## src/rtl/jelly_wishbone_width_bridge.sv

```systemverilog
// jelly_wishbone_width_bridge: registered Wishbone data-width bridge between an upstream and a downstream port.
// Ports: clk; reset_n (async, active-low); endian (0 little / 1 big, sampled when a request is accepted);
//   s_wb_adr_i/dat_i/we_i/sel_i/stb_i upstream request, s_wb_dat_o/ack_o registered upstream response;
//   m_wb_adr_o/dat_o/we_o/sel_o/stb_o registered downstream request, m_wb_dat_i/ack_i downstream response.
module jelly_wishbone_width_bridge #(
    parameter int S_WB_DAT_SIZE  = 3,
    parameter int S_WB_ADR_WIDTH = 29,
    parameter int M_WB_DAT_SIZE  = 2,
    parameter int M_WB_ADR_WIDTH = S_WB_ADR_WIDTH + S_WB_DAT_SIZE - M_WB_DAT_SIZE,
    parameter int S_WB_DAT_WIDTH = 8 << S_WB_DAT_SIZE,
    parameter int S_WB_SEL_WIDTH = 1 << S_WB_DAT_SIZE,
    parameter int M_WB_DAT_WIDTH = 8 << M_WB_DAT_SIZE,
    parameter int M_WB_SEL_WIDTH = 1 << M_WB_DAT_SIZE
) (
    input  logic                      clk,
    input  logic                      reset_n,
    input  logic                      endian,
    input  logic [S_WB_ADR_WIDTH-1:0] s_wb_adr_i,
    input  logic [S_WB_DAT_WIDTH-1:0] s_wb_dat_i,
    input  logic                      s_wb_we_i,
    input  logic [S_WB_SEL_WIDTH-1:0] s_wb_sel_i,
    input  logic                      s_wb_stb_i,
    output logic [S_WB_DAT_WIDTH-1:0] s_wb_dat_o,
    output logic                      s_wb_ack_o,
    output logic [M_WB_ADR_WIDTH-1:0] m_wb_adr_o,
    output logic [M_WB_DAT_WIDTH-1:0] m_wb_dat_o,
    output logic                      m_wb_we_o,
    output logic [M_WB_SEL_WIDTH-1:0] m_wb_sel_o,
    output logic                      m_wb_stb_o,
    input  logic [M_WB_DAT_WIDTH-1:0] m_wb_dat_i,
    input  logic                      m_wb_ack_i
);
    localparam int RATE = S_WB_DAT_SIZE > M_WB_DAT_SIZE ? S_WB_DAT_SIZE - M_WB_DAT_SIZE : M_WB_DAT_SIZE - S_WB_DAT_SIZE;
    localparam int N    = 1 << RATE;
    localparam int RW   = RATE > 0 ? RATE : 1;

    typedef enum logic [1:0] {IDLE, ACCESS, RESPOND} state_t;

    state_t                    state_q, state_d;
    logic [S_WB_ADR_WIDTH-1:0] adr_q, adr_d;
    logic [S_WB_DAT_WIDTH-1:0] dat_q, dat_d, rdat_q, rdat_d;
    logic [S_WB_SEL_WIDTH-1:0] sel_q, sel_d;
    logic                      we_q, we_d, endian_q, endian_d;
    logic [RW-1:0]             beat_q, beat_d;
    logic [M_WB_ADR_WIDTH-1:0] m_adr_q, m_adr_d;
    logic [M_WB_DAT_WIDTH-1:0] m_dat_q, m_dat_d;
    logic [M_WB_SEL_WIDTH-1:0] m_sel_q, m_sel_d;
    logic                      m_we_q, m_we_d, m_stb_q, m_stb_d, s_ack_q, s_ack_d;

    // Beat lookup runs on the live request while idle and on the latched one while accessing,
    // so the first beat can be registered in the same edge that accepts the request.
    logic                      idle, advance, cur_we, cur_end, nxt_v;
    logic [S_WB_ADR_WIDTH-1:0] cur_adr;
    logic [S_WB_DAT_WIDTH-1:0] cur_dat, rcap;
    logic [S_WB_SEL_WIDTH-1:0] cur_sel;
    logic [RW:0]               start;
    logic [RW-1:0]             nxt_k;
    logic [M_WB_ADR_WIDTH-1:0] b_adr;
    logic [M_WB_DAT_WIDTH-1:0] b_dat;
    logic [M_WB_SEL_WIDTH-1:0] b_sel;

    assign idle    = state_q == IDLE;
    assign cur_adr = idle ? s_wb_adr_i : adr_q;
    assign cur_dat = idle ? s_wb_dat_i : dat_q;
    assign cur_sel = idle ? s_wb_sel_i : sel_q;
    assign cur_we  = idle ? s_wb_we_i  : we_q;
    assign cur_end = idle ? endian     : endian_q;
    assign start   = idle ? '0 : (RW+1)'(beat_q) + (RW+1)'(1);

    generate
        if (S_WB_DAT_SIZE > M_WB_DAT_SIZE) begin : g_narrow
            logic [RW-1:0] lane, rlane;
            always_comb begin
                nxt_v = 1'b0;
                nxt_k = '0;
                // Descending scan leaves the lowest issuable beat at or after start.
                for (int k = N - 1; k >= 0; k--) begin
                    if (k >= int'(start) && cur_sel[(k ^ (cur_end ? N - 1 : 0)) * M_WB_SEL_WIDTH +: M_WB_SEL_WIDTH] != '0) begin
                        nxt_v = 1'b1;
                        nxt_k = RW'(k);
                    end
                end
                lane  = nxt_k ^ {RW{cur_end}};
                b_adr = {cur_adr, nxt_k};
                b_dat = cur_dat[lane * M_WB_DAT_WIDTH +: M_WB_DAT_WIDTH];
                b_sel = cur_sel[lane * M_WB_SEL_WIDTH +: M_WB_SEL_WIDTH];
                rlane = beat_q ^ {RW{endian_q}};
                rcap  = rdat_q;
                rcap[rlane * M_WB_DAT_WIDTH +: M_WB_DAT_WIDTH] = m_wb_dat_i;
            end
        end else if (M_WB_DAT_SIZE > S_WB_DAT_SIZE) begin : g_wide
            logic [RW-1:0] lane;
            always_comb begin
                lane  = cur_adr[RW-1:0] ^ {RW{cur_end}};
                nxt_v = idle && cur_sel != '0;
                nxt_k = lane;
                b_adr = cur_adr[S_WB_ADR_WIDTH-1:RW];
                b_dat = {N{cur_dat}};
                b_sel = M_WB_SEL_WIDTH'(cur_sel) << (lane * S_WB_SEL_WIDTH);
                rcap  = m_wb_dat_i[beat_q * S_WB_DAT_WIDTH +: S_WB_DAT_WIDTH];
            end
        end else begin : g_equal
            always_comb begin
                nxt_v = idle;
                nxt_k = '0;
                b_adr = cur_adr;
                b_dat = cur_dat;
                b_sel = cur_sel;
                rcap  = m_wb_dat_i;
            end
        end
    endgenerate

    always_comb begin
        state_d  = state_q;
        adr_d    = adr_q;
        dat_d    = dat_q;
        we_d     = we_q;
        sel_d    = sel_q;
        endian_d = endian_q;
        beat_d   = beat_q;
        rdat_d   = rdat_q;
        m_adr_d  = m_adr_q;
        m_dat_d  = m_dat_q;
        m_sel_d  = m_sel_q;
        m_we_d   = m_we_q;
        m_stb_d  = m_stb_q;
        s_ack_d  = 1'b0;
        advance  = 1'b0;
        case (state_q)
            IDLE: begin
                if (s_wb_stb_i) begin
                    adr_d    = s_wb_adr_i;
                    dat_d    = s_wb_dat_i;
                    we_d     = s_wb_we_i;
                    sel_d    = s_wb_sel_i;
                    endian_d = endian;
                    rdat_d   = '0;
                    advance  = 1'b1;
                end
            end
            ACCESS: begin
                if (m_wb_ack_i) begin
                    rdat_d  = we_q ? rdat_q : rcap;
                    advance = 1'b1;
                end
            end
            default: state_d = IDLE;
        endcase
        // s_ack is registered on entry to RESPOND so it is high exactly during that state.
        if (advance) begin
            state_d = nxt_v ? ACCESS : RESPOND;
            s_ack_d = !nxt_v;
            m_stb_d = nxt_v;
            m_we_d  = nxt_v & cur_we;
            if (nxt_v) begin
                beat_d  = nxt_k;
                m_adr_d = b_adr;
                m_dat_d = b_dat;
                m_sel_d = b_sel;
            end
        end
    end

    always_ff @(posedge clk or negedge reset_n) begin
        if (!reset_n) begin
            state_q  <= IDLE;
            adr_q    <= '0;
            dat_q    <= '0;
            we_q     <= 1'b0;
            sel_q    <= '0;
            endian_q <= 1'b0;
            beat_q   <= '0;
            rdat_q   <= '0;
            m_adr_q  <= '0;
            m_dat_q  <= '0;
            m_sel_q  <= '0;
            m_we_q   <= 1'b0;
            m_stb_q  <= 1'b0;
            s_ack_q  <= 1'b0;
        end else begin
            state_q  <= state_d;
            adr_q    <= adr_d;
            dat_q    <= dat_d;
            we_q     <= we_d;
            sel_q    <= sel_d;
            endian_q <= endian_d;
            beat_q   <= beat_d;
            rdat_q   <= rdat_d;
            m_adr_q  <= m_adr_d;
            m_dat_q  <= m_dat_d;
            m_sel_q  <= m_sel_d;
            m_we_q   <= m_we_d;
            m_stb_q  <= m_stb_d;
            s_ack_q  <= s_ack_d;
        end
    end

    assign s_wb_dat_o = rdat_q;
    assign s_wb_ack_o = s_ack_q;
    assign m_wb_adr_o = m_adr_q;
    assign m_wb_dat_o = m_dat_q;
    assign m_wb_sel_o = m_sel_q;
    assign m_wb_we_o  = m_we_q;
    assign m_wb_stb_o = m_stb_q;
endmodule
```

## config.mk

```make
export PLATFORM = sky130hd
export DESIGN_NAME = jelly_wishbone_width_bridge
export DESIGN_NICKNAME = d
export VERILOG_FILES = /design/src/rtl/jelly_wishbone_width_bridge.sv
export SDC_FILE = /design/constraint.sdc
export NUM_CORES = 1
export LEC_CHECK = 0
export ABC_CLOCK_PERIOD_IN_PS = 5100
export CORE_MARGIN = 4
export CORE_UTILIZATION = 25
export CTS_CLUSTER_SIZE = 20
export DETAILED_ROUTE_END_ITERATION = 10
export SYNTH_ARGS = -nofsm -noshare
export SYNTH_HDL_FRONTEND = slang
export SYNTH_SLANG_ARGS = --single-unit
```

## constraint.sdc

```tcl
create_clock -name clk -period 5.1 [get_ports clk]
set_input_delay 1.02 -clock clk [delete_from_list [all_inputs] [get_ports clk]]
set_output_delay 1.02 -clock clk [all_outputs]
set_load 0.01 [all_outputs]
```

Yosys cells after proc, flatten, opt, wreduce, memory -nomap -nowiden
Index checks and enable logic that the tools add are counted.
{ "word_totals": {"register_bits": 239, "out_inout_bits": 133, "word_cells": 66} }
{ "classes": {"n_addsub": 2, "n_lt_le_gt_ge": 2, "n_eq_ne": 5, "n_shift": 6, "n_mux": 22, "bitwise_logic": 4, "n_reduce_logical": 11} }
{ "ops": {"columns": ["operator", "count"], "rows": [
  ["$mux W64", 4],
  ["$pmux W64 S2", 1],
  ["$bwmux W64", 1],
  ["$shift A32 B34 Y64 const A", 1],
  ["$shiftx A32 B34 Y64", 1],
  ["$shiftx A64 B7 Y32", 1],
  ["$neg A6 Y34", 1],
  ["$shiftx A8 B32 Y4", 1],
  ["$mux W29", 1],
  ["$shiftx A8 B4 Y4", 2],
  ["$mux W1", 9],
  ["$mux W2", 4],
  ["$mux W8", 1],
  ["$reduce_bool A4 Y1", 2],
  ["$ne A2 B2 Y1 const B", 3],
  ["$ge A1 B2 Y1 const A", 2],
  ["$reduce_and A2 Y1", 2],
  ["$reduce_and A4 Y1", 1],
  ["$add A1 B1 Y2 const B", 1],
  ["$eq A2 B1 Y1 const B", 1],
  ["$logic_and A1 B1 Y1", 2],
  ["$logic_not A2 Y1", 1],
  ["$ne A2 B1 Y1 const B", 1],
  ["$pmux W1 S2", 1],
  ["6 further kinds", 7]
]} }

Logic depth before layout (Yosys ltp)
Gate-level depths: netlist (run 1).
{ "depth": {"word_depth": 11, "depth_mapped": 8, "depth_no_buf": 5} }

Least setup slack after synthesis (run 1)
Ideal clock, no wire load.
{ "synth_path": {"kind": "input port to flip-flop", "start": "input s_wb_sel_i[4]", "end": "register m_adr_q[21], in the netlist m_wb_adr_o[21]", "setup_ns": 0.127, "arrival_ns": 2.655, "t_required_ns": 4.973, "slack_ns": 2.318, "path_stages": 7, "cell_sequence": "or4_4 nor3_2 nor4_4 o211ai_2 buf_6 buf_8 mux2_1"} }
{ "synth_via": {"elab_chain_cells": 7} }
{ "synth_rtl": {"columns": ["item", "line_no", "rtl"], "rows": [
  ["from (decl)", "21", "input logic [S_WB_SEL_WIDTH-1:0] s_wb_sel_i,"],
  ["$mux W8 (*)", "65", "assign cur_sel = idle ? s_wb_sel_i : sel_q;"],
  ["$shiftx A8 B32 Y4", "78", "if (k >= int'(start) && cur_sel[(k ^ (cur_end ? N - 1 : 0)) * M_WB_SEL_WIDTH +: M_WB_SEL_WIDTH] != '0) begin"],
  ["$reduce_bool A4 Y1", "78", null],
  ["$logic_and A1 B1 Y1", "78", null],
  ["$mux W1", "78", null],
  ["$mux W1 (*)", "78", null],
  ["$reduce_and A2 Y1 (no line) (*)", null, null],
  ["to (signal assigned)", "190", "m_adr_q <= m_adr_d;"],
  ["to (decl)", "45", "logic [M_WB_ADR_WIDTH-1:0] m_adr_q, m_adr_d;"]
]} }
Every way passes the cells marked *; elsewhere a longest branch is shown, timed or not.
A chain may end at the register's enable or synchronous reset.

Worst setup path after layout (run 1)
{ "layout_path": {"start": "input s_wb_sel_i[5]", "end": "register m_dat_q[14], in the netlist m_wb_dat_o[14]"} }
{ "layout_via": {"elab_chain_cells": 8} }
{ "layout_rtl": {"columns": ["item", "line_no", "rtl"], "rows": [
  ["$mux W8 (*)", "65", null],
  ["$shiftx A8 B32 Y4", "78", null],
  ["$reduce_bool A4 Y1", "78", null],
  ["$logic_and A1 B1 Y1", "78", null],
  ["$mux W1 (2 in a row)", "78", null],
  ["$xor A1 B1 Y1", "83", "lane = nxt_k ^ {RW{cur_end}};"],
  ["$shiftx A64 B7 Y32", "85", "b_dat = cur_dat[lane * M_WB_DAT_WIDTH +: M_WB_DAT_WIDTH];"],
  ["to (signal assigned)", "191", "m_dat_q <= m_dat_d;"],
  ["to (decl)", "46", "logic [M_WB_DAT_WIDTH-1:0] m_dat_q, m_dat_d;"]
]} }
Marked as above.

==> results of run 1 <==
==> final cells by class <==
class	instances	share of cell area (%)
clock inverter	6	0.373
clock buffer	43	5.54
multi-input combinational	596	29.9
inverter	1	0.0254
sequential	238	40.3
antenna	1	0.0169
timing repair buffer	285	19.3
tap	539	4.56
==> critical path: cells and delay by family <==
| kind | cells | cell delay [ns] |
|---|---|---|
| buffers and inverters | 2 | 0.79 |
| multiplexers | 2 | 0.36 |
| AND/OR/NAND/NOR | 1 | 0.58 |
| AO/OA/AOI/OAI | 2 | 1.01 |
==> power breakdown <==
part	internal, mW	switching [mW]	total, mW
clock	1.14	0.782	1.92
combinational	2.63	2.46	5.09
sequential	2.86	0.503	3.37
==> cell usage in the layout, fill, tap and decap left out, types with 2 or more instances in the layout <==
master,count
mux2_1,28
buf_4,12
a21oi_1,3
clkbuf_8,4
nand3b_1,2
clkbuf_1,10
mux2_2,140
dfrtp_1,238
and3_1,2
nand2_1,218
clkinv_2,5
nor2_1,4
nor4_1,2
buf_12,2
mux2i_1,110
clkbuf_16,29
o21ai_0,65
nor3_2,2
a211oi_1,2
clkdlybuf4s50_1,270
==> sequential cells by signal, indices dropped and copies added, names as in the netlist <==
name,cells
m_wb_adr_o,30
sel_q,8
s_wb_ack_o,1
endian_q,1
s_wb_dat_o,64
m_wb_we_o,1
adr_q,29
m_wb_dat_o,32
m_wb_sel_o,4
we_q,1
state_q,2
dat_q,64
m_wb_stb_o,1
==> path summary, 6_finish.rpt <==
| path | start | end | slack (ns) | depth (start not counted) |
|---|---|---|---|---|
| setup / recovery | s_wb_sel_i[5] | m_wb_dat_o[14] | 1.74 | 7 |
| hold reg to reg | s_wb_dat_o[37] | s_wb_dat_o[37] | 0.47 | 2 |
| min in group asynchronous | reset_n | dat_q[4] | 0.51 | 1 |
| setup reg to reg | state_q[0] | m_wb_dat_o[7] | 2.12 | 6 |
| hold / removal | s_wb_dat_o[37] | s_wb_dat_o[37] | 0.47 | 2 |
| max in group asynchronous | reset_n | s_wb_dat_o[43] | 3.44 | 2 |
==> through the flow <==
step | total power [mW] | utilization (%)
after floorplan | 6.64 | -
after global placement | 8.49 | 33.0
after detailed placement | 8.61 | 33.0
after CTS | 10.6 | 35.1
after global routing | 11.2 | 35.1
final | 10.4 | 35.1
==> cells by family after synthesis <==
logic type,count (synthesis),share of synthesized area [%]
flip-flops,238,55.6
buffers and inverters,59,3.30
XOR/XNOR,1,0.0818
AND/OR/NAND/NOR,241,9.16
multiplexers,278,28.0
AO/OA/AOI/OAI,76,3.86
==> per-layer routing <==
| layer | track usage (%) | up-vias |
|---|---|---|
| met2 | 20.0 | 208 |
| met3 | 3.73 | 49 |
| met1 | 16.7 | 3756 |
| met4 | 3.87 | 2 |
| li1 | - | 3575 |
| met5 | 0 | - |
==> reports/metrics.csv, run 1 <==
stage,metric,value,unit
worst_hold_path,Worst Hold Class,flop to flop,
yosys,async set-reset flop share out of synthesis,100,%
drt,routed wire length,29.4,mm
yosys,"Seq/Total Area, Yosys",55.6,%
cts,# hold bufs at CTS,0,
floorplan,die height,215,µm
yosys,Post-synth EDFFs,0,
timing,clock skew,0.0154,ns
flow_run,Max Cap Viol,0,
grt,"Remaining Overflow, GRT",0,
cts,CTS H-Tree Depth,1,
floorplan,Core Footprint,42100,µm²
yosys,#FFs+latches synth,238,
yosys,synth top area cells,"dfrtp_1 56%, mux2_2 15%, mux2i_1 10%",
critical_path,Worst Setup End Kind,flop,
grt,vias in the first global route,8099,
yosys,top cell type by total area after synthesis,dfrtp_1,
timing,"Hold Vio Cnt, Final",0,
timing,RSZ-0062 raised after global routing,false,
cts,TritonCTS Buffers,28,
finish,Multi-input gate area,4420,µm²
cts,Setup Buffers After CTS,0,
drt,wire length on met1,13.1,mm
floorplan,I/O pin cnt,272,
cts,post-CTS sizing,0,
placed_design,Placed Instances,1659,
critical_path,type of origin of the critical path,primary input,
cts,Clock Sinks,238,
placed_design,post-DP HPWL,19.9,mm
cts,clk slew on worst S/H paths,0.06,ns
yosys,YS warnings,0,
timing,Max Fclk,0.298,GHz
yosys,syn_area_per_cell,12.0,µm²
yosys,Synth Flop Type,dfrtp_1,
finish,register area,5960,µm²
placed_design,area post-placement,13900,µm²
grt,GRT Util Overall,12.6,%
timing,setup violators final,0,
floorplan,FP Rows,75,
floorplan,die area,46200,µm²
timing,Tcrit/Tclk final,65.8,%
timing,fin crit period,3.36,ns
pwr,Power Density,703,nW/µm²
floorplan,Chip Width,215,µm
yosys,Post-Syn Nets,1032,
yosys,top-count cell post-synth,dfrtp_1,
yosys,Synth cell types,37,
cts,CTS Root Buffer Type,clkbuf_16,
grt,first-pass GRT wire length,47.3,mm
placed_design,RePlAce Congestion,0.779,
drt,DR iter-0 viols,353,
placed_design,pre-CTS setup slack,1.14,ns
critical_path,CP max stage cell,a221o_2,
cts,CTS tree,done,
grt,initial antenna violation count,2,
drt,metal3 WL,2.08,mm
drt,wire per inst,17.2,µm
yosys,Mapped Cells,893,
timing,hold_ws,0.475,ns
yosys,Post-synth top cells,"238 x dfrtp_1, 218 x nand2_1, 140 x mux2_2",
drt,DR vias,7590,
outcome,status,"complete, no violations",
placed_design,quantity of I/O buffers inserted on ports,271,
timing,fin. max-slew vios,0,
finish,Non-Filler Instances,1709,
critical_path,worst setup path class,primary input to flop,
critical_path,critical-path cell list,"clkdlybuf4s50_1, or4_4, a22oi_1, a221o_2, buf_4, mux2i_1, mux2_2",
cts,CTS max path bufs,3,
floorplan,Initial Util,25.4,%
timing,post-route setup TNS,0,ns
finish,fin nets,1289,
finish,Layout area overhead,38.0,%
drt,vias per inst,4.44,
finish,final instance area,14800,µm²
yosys,Synth Cell Area,10700,µm²
drt,DR WL met2,13.3,mm
cts,clk_lat worst skew,0.55,ns
drt,first-pass iteration count of the detailed router,4,
drt,Remaining DRCs,0,
pwr,Pleak,6.36,nW
critical_path,CP arrival,3.79,ns
finish,Filler Cell Count,4186,
timing,Worst-Margin Slew,1.02,ns
critical_path,Required @ worst endpoint,5.53,ns
timing,setup slack after layout,1.74,ns
drt,top routing layer in use,met5,
yosys,post-synth top area share,55.6,%
grt,pin count of the biggest net entering global routing,99,
timing,relative slew slack,32.0,%
pwr,maximum VDD drop,0.379,mV
critical_path,Max Fanout on Critical Path,24,
drt,Final ANT Viol Nets,0,
critical_path,CP peak stage delay,0.80,ns
finish,share of post-route cells with drive strength above 1,17.6,%
Note: power is estimated with default switching activity, not from simulation.
==> run 2, diff against run 1 <==
--- a/config.mk
+++ b/config.mk
@@ -5,7 +5,7 @@
 export SDC_FILE = /design/constraint.sdc
 export NUM_CORES = 1
 export LEC_CHECK = 0
-export ABC_CLOCK_PERIOD_IN_PS = 5100
+export ABC_CLOCK_PERIOD_IN_PS = 2970
 export CORE_MARGIN = 4
 export CORE_UTILIZATION = 25
 export CTS_CLUSTER_SIZE = 20
==> constraint.sdc (replaced) <==
create_clock -name clk -period 2.97 [get_ports clk]
set_input_delay 0.594 -clock clk [delete_from_list [all_inputs] [get_ports clk]]
set_output_delay 0.594 -clock clk [all_outputs]
set_load 0.01 [all_outputs]
==> run 2 against run 1 <==
  * Utilization increased by 0.88 points
  * Register-to-register slack worse by 1.5 ns
  * Global-route usage fell by 0.17 points
  * Worst hold slack lost 0.0015 ns
  * Largest cell class unchanged
  * Highest routed layer unchanged
==> reports/metrics.csv, run 2 (same netlist as run 1, synthesis figures left out) <==
stage,metric,value,unit,change
outcome,status,"complete, no violations",,
timing,setup violators final,0,,unchanged
finish,Layout area overhead,41.5,%,
floorplan,FP Rows,75,,unchanged
floorplan,die area,46200,µm²,unchanged
finish,"leading cell type in the layout, fill and taps excluded",clkdlybuf4s50_1,,
timing,clock skew,0.0131,ns,-0.00230 ns
drt,Remaining DRCs,0,,unchanged
critical_path,Worst Setup End Kind,flop,,
pwr,Sw Ratio,35.2,%,-0.91 points
finish,Non-Filler Instances,1731,,+1.3%
flow_run,Max Cap Viol,0,,unchanged
cts,clk_lat worst skew,0.54,ns,about the same
finish,Multi-input gate area,4420,µm²,unchanged
pwr,Net Switching,6.49,mW,+73%
cts,Setup Buffers After CTS,0,,unchanged
pwr,maximum VDD drop,0.540,mV,+42%
critical_path,CP max stage cell,or4_4,,
timing,setup slack after layout,0.540,ns,-1.20 ns
grt,initial antenna violation count,2,,unchanged
finish,Filler Cell Count,4105,,-1.9%
timing,"Hold Vio Cnt, Final",0,,unchanged
critical_path,Required @ worst endpoint,3.39,ns,-2.14 ns
pwr,sequential power share,31.4,%,-1.0 points
timing,relative slew slack,59.9,%,+28 points
critical_path,end of the worst register-to-register path,m_wb_dat_o[23],,
critical_path,worst setup path class,primary input to flop,,
drt,first-pass iteration count of the detailed router,4,,unchanged
grt,"Remaining Overflow, GRT",0,,unchanged
pwr,Internal,12.0,mW,+80%
placed_design,RePlAce Congestion,0.756,,-2.9%
drt,Final ANT Viol Nets,0,,unchanged
timing,fin. max-slew vios,0,,unchanged
grt,first-pass GRT wire length,46.5,mm,-1.7%
finish,register area,5960,µm²,unchanged
cts,TritonCTS Buffers,28,,unchanged
grt,vias in the first global route,8037,,-0.77%
grt,GRT Util Overall,12.4,%,-0.17 points
drt,wire per inst,16.9,µm,-1.9%
cts,CTS max path bufs,3,,unchanged
placed_design,quantity of I/O buffers inserted on ports,271,,unchanged
critical_path,CP top delay family,simple AND/OR/NAND/NOR gates,,
cts,Clock Sinks,238,,unchanged
finish,fin nets,1311,,+1.7%
critical_path,CP peak stage delay,0.60,ns,-0.20 ns
critical_path,Setup crit end,m_wb_dat_o[23],,
grt,pin count of the biggest net entering global routing,76,,-23%
worst_hold_path,Worst Hold Class,flop to flop,,
cts,CTS tree,done,,
critical_path,Critical path origin,s_wb_sel_i[4],,
critical_path,critical-path cell list,"clkdlybuf4s50_1, or4_4, nor3_2, nor4_4, o211ai_4, buf_4, mux2_2",,
pwr,clock power share,19.1,%,+0.6 points
timing,Tcrit/Tclk final,81.8,%,
floorplan,Chip Width,215,µm,unchanged
floorplan,Core Footprint,42100,µm²,unchanged
timing,post-route setup TNS,0,ns,unchanged
critical_path,Max Fanout on Critical Path,17,,-29%
floorplan,I/O pin cnt,272,,unchanged
floorplan,Initial Util,25.4,%,unchanged
floorplan,die height,215,µm,unchanged
timing,RSZ-0062 raised after global routing,false,,
critical_path,Worst path depth,7,,unchanged
cts,CTS H-Tree Depth,1,,unchanged
critical_path,worst-case reg-to-reg path depth,6,,unchanged
placed_design,Placed Instances,1680,,+1.3%
finish,most frequent cells in the layout,"270 x clkdlybuf4s50_1, 238 x dfrtp_1, 218 x nand2_1",,
critical_path,type of origin of the critical path,primary input,,
pwr,Total Power,18.5,mW,+78%
critical_path,CP arrival,2.85,ns,-0.94 ns
drt,routed wire length,29.3,mm,-0.62%
placed_design,pre-CTS setup slack,-0.0213,ns,-1.17 ns
timing,fin crit period,2.43,ns,
drt,DR iter-0 viols,349,,-1.1%
pwr,combinational power share,49.4,%,+0.4 points
critical_path,R2R Path Start,sel_q[4],,
drt,vias per inst,4.39,,-1.2%
pwr,Power Density,1220,nW/µm²,+73%
finish,share of post-route cells with drive strength above 1,19.5,%,+1.9 points
critical_path,critical path buffer and inverter count,2,,unchanged
cts,clk slew on worst S/H paths,0.06,ns,about the same
cts,CTS Root Buffer Type,clkbuf_16,,
pwr,Pleak,6.55,nW,+3.0%
placed_design,post-DP HPWL,20.6,mm,+3.4%
timing,Max Fclk,0.411,GHz,
drt,DR vias,7596,,+0.079%
critical_path,R2R Setup Slk,0.60,ns,-1.52 ns
timing,Worst-Margin Slew,0.601,ns,-0.419 ns
run 2: worst min path at each step:
stage	end	depth (start not counted)	start	slack, ns
after CTS	s_wb_dat_o[14]	2	s_wb_dat_o[14]	0.48
after global routing	s_wb_dat_o[55]	2	s_wb_dat_o[55]	0.50
after floorplan	adr_q[0]	0	reset_n	0.30
after global placement	s_wb_dat_o[9]	2	s_wb_dat_o[9]	0.46
after detailed placement	s_wb_dat_o[14]	2	s_wb_dat_o[14]	0.47
final	s_wb_dat_o[0]	2	s_wb_dat_o[0]	0.47
run 2: cell type report:
cell class              instances  area share, %
flip-flops and latches        238           39.3
repair buffers                307           20.7
inverters                       1         0.0248
clock buffers                  40           5.46
multi-input cells             596           29.2
diodes                          1         0.0165
well taps                     539           4.45
clock inverters                 9          0.810
run 2: power by group through the flow:
| stage | combinational, mW | sequential (mW) | clock [mW] |
|---|---|---|---|
| after floorplan | 5.32 | 6.08 | 0 |
| after global placement | 9.17 | 5.81 | 0 |
| after detailed placement | 9.30 | 5.87 | 0 |
| after CTS | 9.34 | 5.82 | 3.67 |
| after global routing | 9.97 | 6.03 | 3.82 |
| final | 9.12 | 5.80 | 3.53 |
run 2: stage by stage:
stage	instance area (µm²)	util [%]	hold slack [ns]
floorplan	10700	-	0.298
global placement	14200	33.7	0.462
detailed placement	14200	33.7	0.469
CTS	15100	35.9	0.481
global route	15100	35.9	0.503
finish	15100	35.9	0.473
run 2: tightest hold or removal path, cell delays in order, from the launching register on:
cell	delay [ns]
dfrtp_1	0.34
nand2_1	0.05
o21ai_0	0.06
run 2: timing repair:
item / in CTS / in global routing
resized for setup: 0 / 0
hold buffers: 1 / 0
endpoints found under the hold margin: 45 / 0
run 2: layer usage:
layer	share of wire [%]	GRT usage (%)	up-vias
li1	-	-	3630
met1	44	16.3	3714
met2	46	19.9	209
met3	7.2	3.69	41
met4	2.2	3.80	2
met5	0.038	0	-
==> run 3, diff against run 2 <==
--- a/config.mk
+++ b/config.mk
@@ -5,7 +5,7 @@
 export SDC_FILE = /design/constraint.sdc
 export NUM_CORES = 1
 export LEC_CHECK = 0
-export ABC_CLOCK_PERIOD_IN_PS = 2970
+export ABC_CLOCK_PERIOD_IN_PS = 2100
 export CORE_MARGIN = 4
 export CORE_UTILIZATION = 25
 export CTS_CLUSTER_SIZE = 20
==> constraint.sdc (replaced) <==
create_clock -name clk -period 2.1 [get_ports clk]
set_input_delay 0.42 -clock clk [delete_from_list [all_inputs] [get_ports clk]]
set_output_delay 0.42 -clock clk [all_outputs]
set_load 0.01 [all_outputs]
==> run 3 against run 2 <==
  * The flow now finishes with violations (setup timing)
  * Sequential share of layout area down 1.1 points
  * Count of clock-buffer cells in the layout up 3
  * Non-clock buffer count up 31
  * First-iteration DRC count down 25%
  * Design area up 3.0%
  * Worst hold slack worse by 0.067 ns
  * Setup slack worse by 0.67 ns
  * Utilization up 1.1 points
  * Critical path depth unchanged
  * Flip-flop and latch count unchanged
  * Die area unchanged
  * Critical endpoint is now m_wb_dat_o[1]
  * Largest cell class unchanged
==> reports/metrics.csv, run 3 (same netlist as run 1, synthesis figures left out) <==
stage,metric,value,unit,change
cts,CTS tree,done,,
timing,fin. max-slew vios,0,,unchanged
critical_path,Required @ worst endpoint,2.52,ns,-0.87 ns
cts,clk slew on worst S/H paths,0.07,ns,about the same
floorplan,Initial Util,25.4,%,unchanged
critical_path,Max Fanout on Critical Path,13,,-4
critical_path,crit-path most repeated cell,buf_12,,
outcome,failing checks,setup timing,,
finish,fin nets,1343,,+2.4%
pwr,maximum VDD drop,0.791,mV,+47%
grt,pin count of the biggest net entering global routing,65,,-14%
grt,initial antenna violation count,2,,unchanged
cts,CTS max path bufs,3,,unchanged
critical_path,Worst path depth,7,,unchanged
pwr,Power Density,1760,nW/µm²,+44%
timing,Worst-Margin Slew,0.431,ns,-0.170 ns
drt,vias per inst,4.38,,-0.23%
timing,setup violators final,65,,+65
critical_path,R2R Path Start,sel_q[4],,
critical_path,R2R Setup Slk,-0.13,ns,-0.73 ns
worst_hold_path,Worst Hold Class,primary input to async pin,,
flow_run,Max Cap Viol,0,,unchanged
timing,Tcrit/Tclk final,106,%,
placed_design,quantity of I/O buffers inserted on ports,271,,unchanged
cts,clk_lat worst skew,0.55,ns,about the same
drt,DR iter-0 viols,261,,-25%
timing,"Hold Vio Cnt, Final",0,,unchanged
grt,vias in the first global route,8177,,+1.7%
drt,wire per inst,17.2,µm,+1.9%
cts,Clock Sinks,238,,unchanged
critical_path,CP arrival,2.64,ns,-0.21 ns
drt,DR vias,7723,,+1.7%
timing,relative slew slack,71.2,%,+11 points
cts,CTS Root Buffer Type,clkbuf_16,,
critical_path,end of the worst register-to-register path,m_wb_dat_o[1],,
critical_path,CP peak stage delay,0.58,ns,-0.02 ns
timing,Max Fclk,0.449,GHz,
floorplan,die height,215,µm,unchanged
floorplan,I/O pin cnt,272,,unchanged
grt,first-pass GRT wire length,47.6,mm,+2.5%
cts,CTS H-Tree Depth,1,,unchanged
finish,"leading cell type in the layout, fill and taps excluded",clkdlybuf4s50_1,,
critical_path,critical-path cell list,"or4_4, nor3_4, nor4_4, o211ai_4, buf_12, buf_12, mux2_2",,
critical_path,CP max stage cell,or4_4,,
pwr,Pleak,6.85,nW,+4.5%
floorplan,Core Footprint,42100,µm²,unchanged
timing,clock skew,0.0216,ns,+0.00851 ns
floorplan,die area,46200,µm²,unchanged
critical_path,CP top delay family,simple AND/OR/NAND/NOR gates,,
grt,"Remaining Overflow, GRT",0,,unchanged
finish,ANT cells,0,,-1
critical_path,Worst Setup End Kind,flop,,
drt,Final ANT Viol Nets,0,,unchanged
placed_design,pre-CTS setup slack,-0.683,ns,-0.662 ns
grt,GRT Util Overall,12.7,%,+0.30 points
floorplan,Chip Width,215,µm,unchanged
floorplan,FP Rows,75,,unchanged
critical_path,worst setup path class,flop to flop,,
finish,most frequent cells in the layout,"269 x clkdlybuf4s50_1, 238 x dfrtp_1, 217 x nand2_1",,
drt,Remaining DRCs,0,,unchanged
finish,Layout area overhead,45.7,%,
pwr,Total Power,27.4,mW,+48%
critical_path,critical path buffer and inverter count,2,,unchanged
finish,share of post-route cells with drive strength above 1,22.4,%,+2.9 points
drt,first-pass iteration count of the detailed router,4,,unchanged
timing,post-route setup TNS,-4.57,ns,-4.57 ns
critical_path,worst-case reg-to-reg path depth,7,,+1
outcome,status,finished with violations,,
placed_design,post-DP HPWL,21.2,mm,+2.9%
placed_design,RePlAce Congestion,0.732,,-3.3%
timing,RSZ-0062 raised after global routing,true,,
timing,fin crit period,2.23,ns,
timing,setup slack after layout,-0.128,ns,-0.667 ns
drt,routed wire length,30.4,mm,+3.9%
critical_path,type of origin of the critical path,flop,,
cts,TritonCTS Buffers,29,,+3.6%
finish,Util after Layout,37.0,%,+1.1 points
-- run 3: stage by stage --
stage	instance area, µm²	std cells	hold WS, ns
2_1_floorplan	10700	893	0.124
6_report	15600	1764	0.406
3_5_place_dp	14400	1703	0.377
3_3_place_gp	14400	1703	0.377
4_1_cts	15500	1757	0.371
5_1_grt	15600	1764	0.413
-- run 3: how the worst max path moves through the flow --
| stage | start | to | slack [ns] |
|---|---|---|---|
| floorplan | s_wb_sel_i[4] | m_wb_adr_o[21] | -0.04 |
| global placement | s_wb_sel_i[4] | m_wb_dat_o[23] | -0.65 |
| detailed placement | s_wb_sel_i[4] | m_wb_dat_o[22] | -0.68 |
| CTS | sel_q[4] | m_wb_dat_o[5] | -0.16 |
| global route | sel_q[4] | m_wb_dat_o[1] | -0.16 |
| finish | sel_q[4] | m_wb_dat_o[1] | -0.13 |
-- run 3: metal layers --
metal | global-route usage, % | share of wire (%)
met5 | 0 | 0.053
met4 | 3.13 | 2.3
met3 | 4.08 | 6.9
met2 | 20.5 | 46
met1 | 16.7 | 45
-- run 3: worst register-to-register path: stages, from the launching register on --
cell and delay (ns):
dfrtp_1 0.37, or4_4 0.58, nor3_4 0.18, nor4_4 0.08, o211ai_4 0.20, buf_12 0.18, buf_12 0.17, mux2_2 0.34
-- run 3: layout make-up --
class / instances / area (µm²)
Timing Repair Buffer: 338 / 3450
Fill cell: 4065 / 26500
Sequential cell: 238 / 5960
Tap cell: 539 / 674
Clock inverter: 9 / 129
Multi-Input combinational cell: 596 / 4510
Clock buffer: 43 / 868
Inverter: 1 / 3.75
-- run 3: power by group --
part           internal, mW  leakage [nW]  switching (mW)
combinational          7.67          3.43            6.40
clock                  3.21         0.487            1.95
sequential             6.96          2.93            1.21
-- run 3: repair_timing --
item,4_1_cts,5_1_grt
hold buffers,1,0
endpoints found under the hold margin,40,0
resized for setup,17,8
buffers inserted,1,4
setup endpoints to repair,66,67
pin swaps,1,1
cloned,0,3
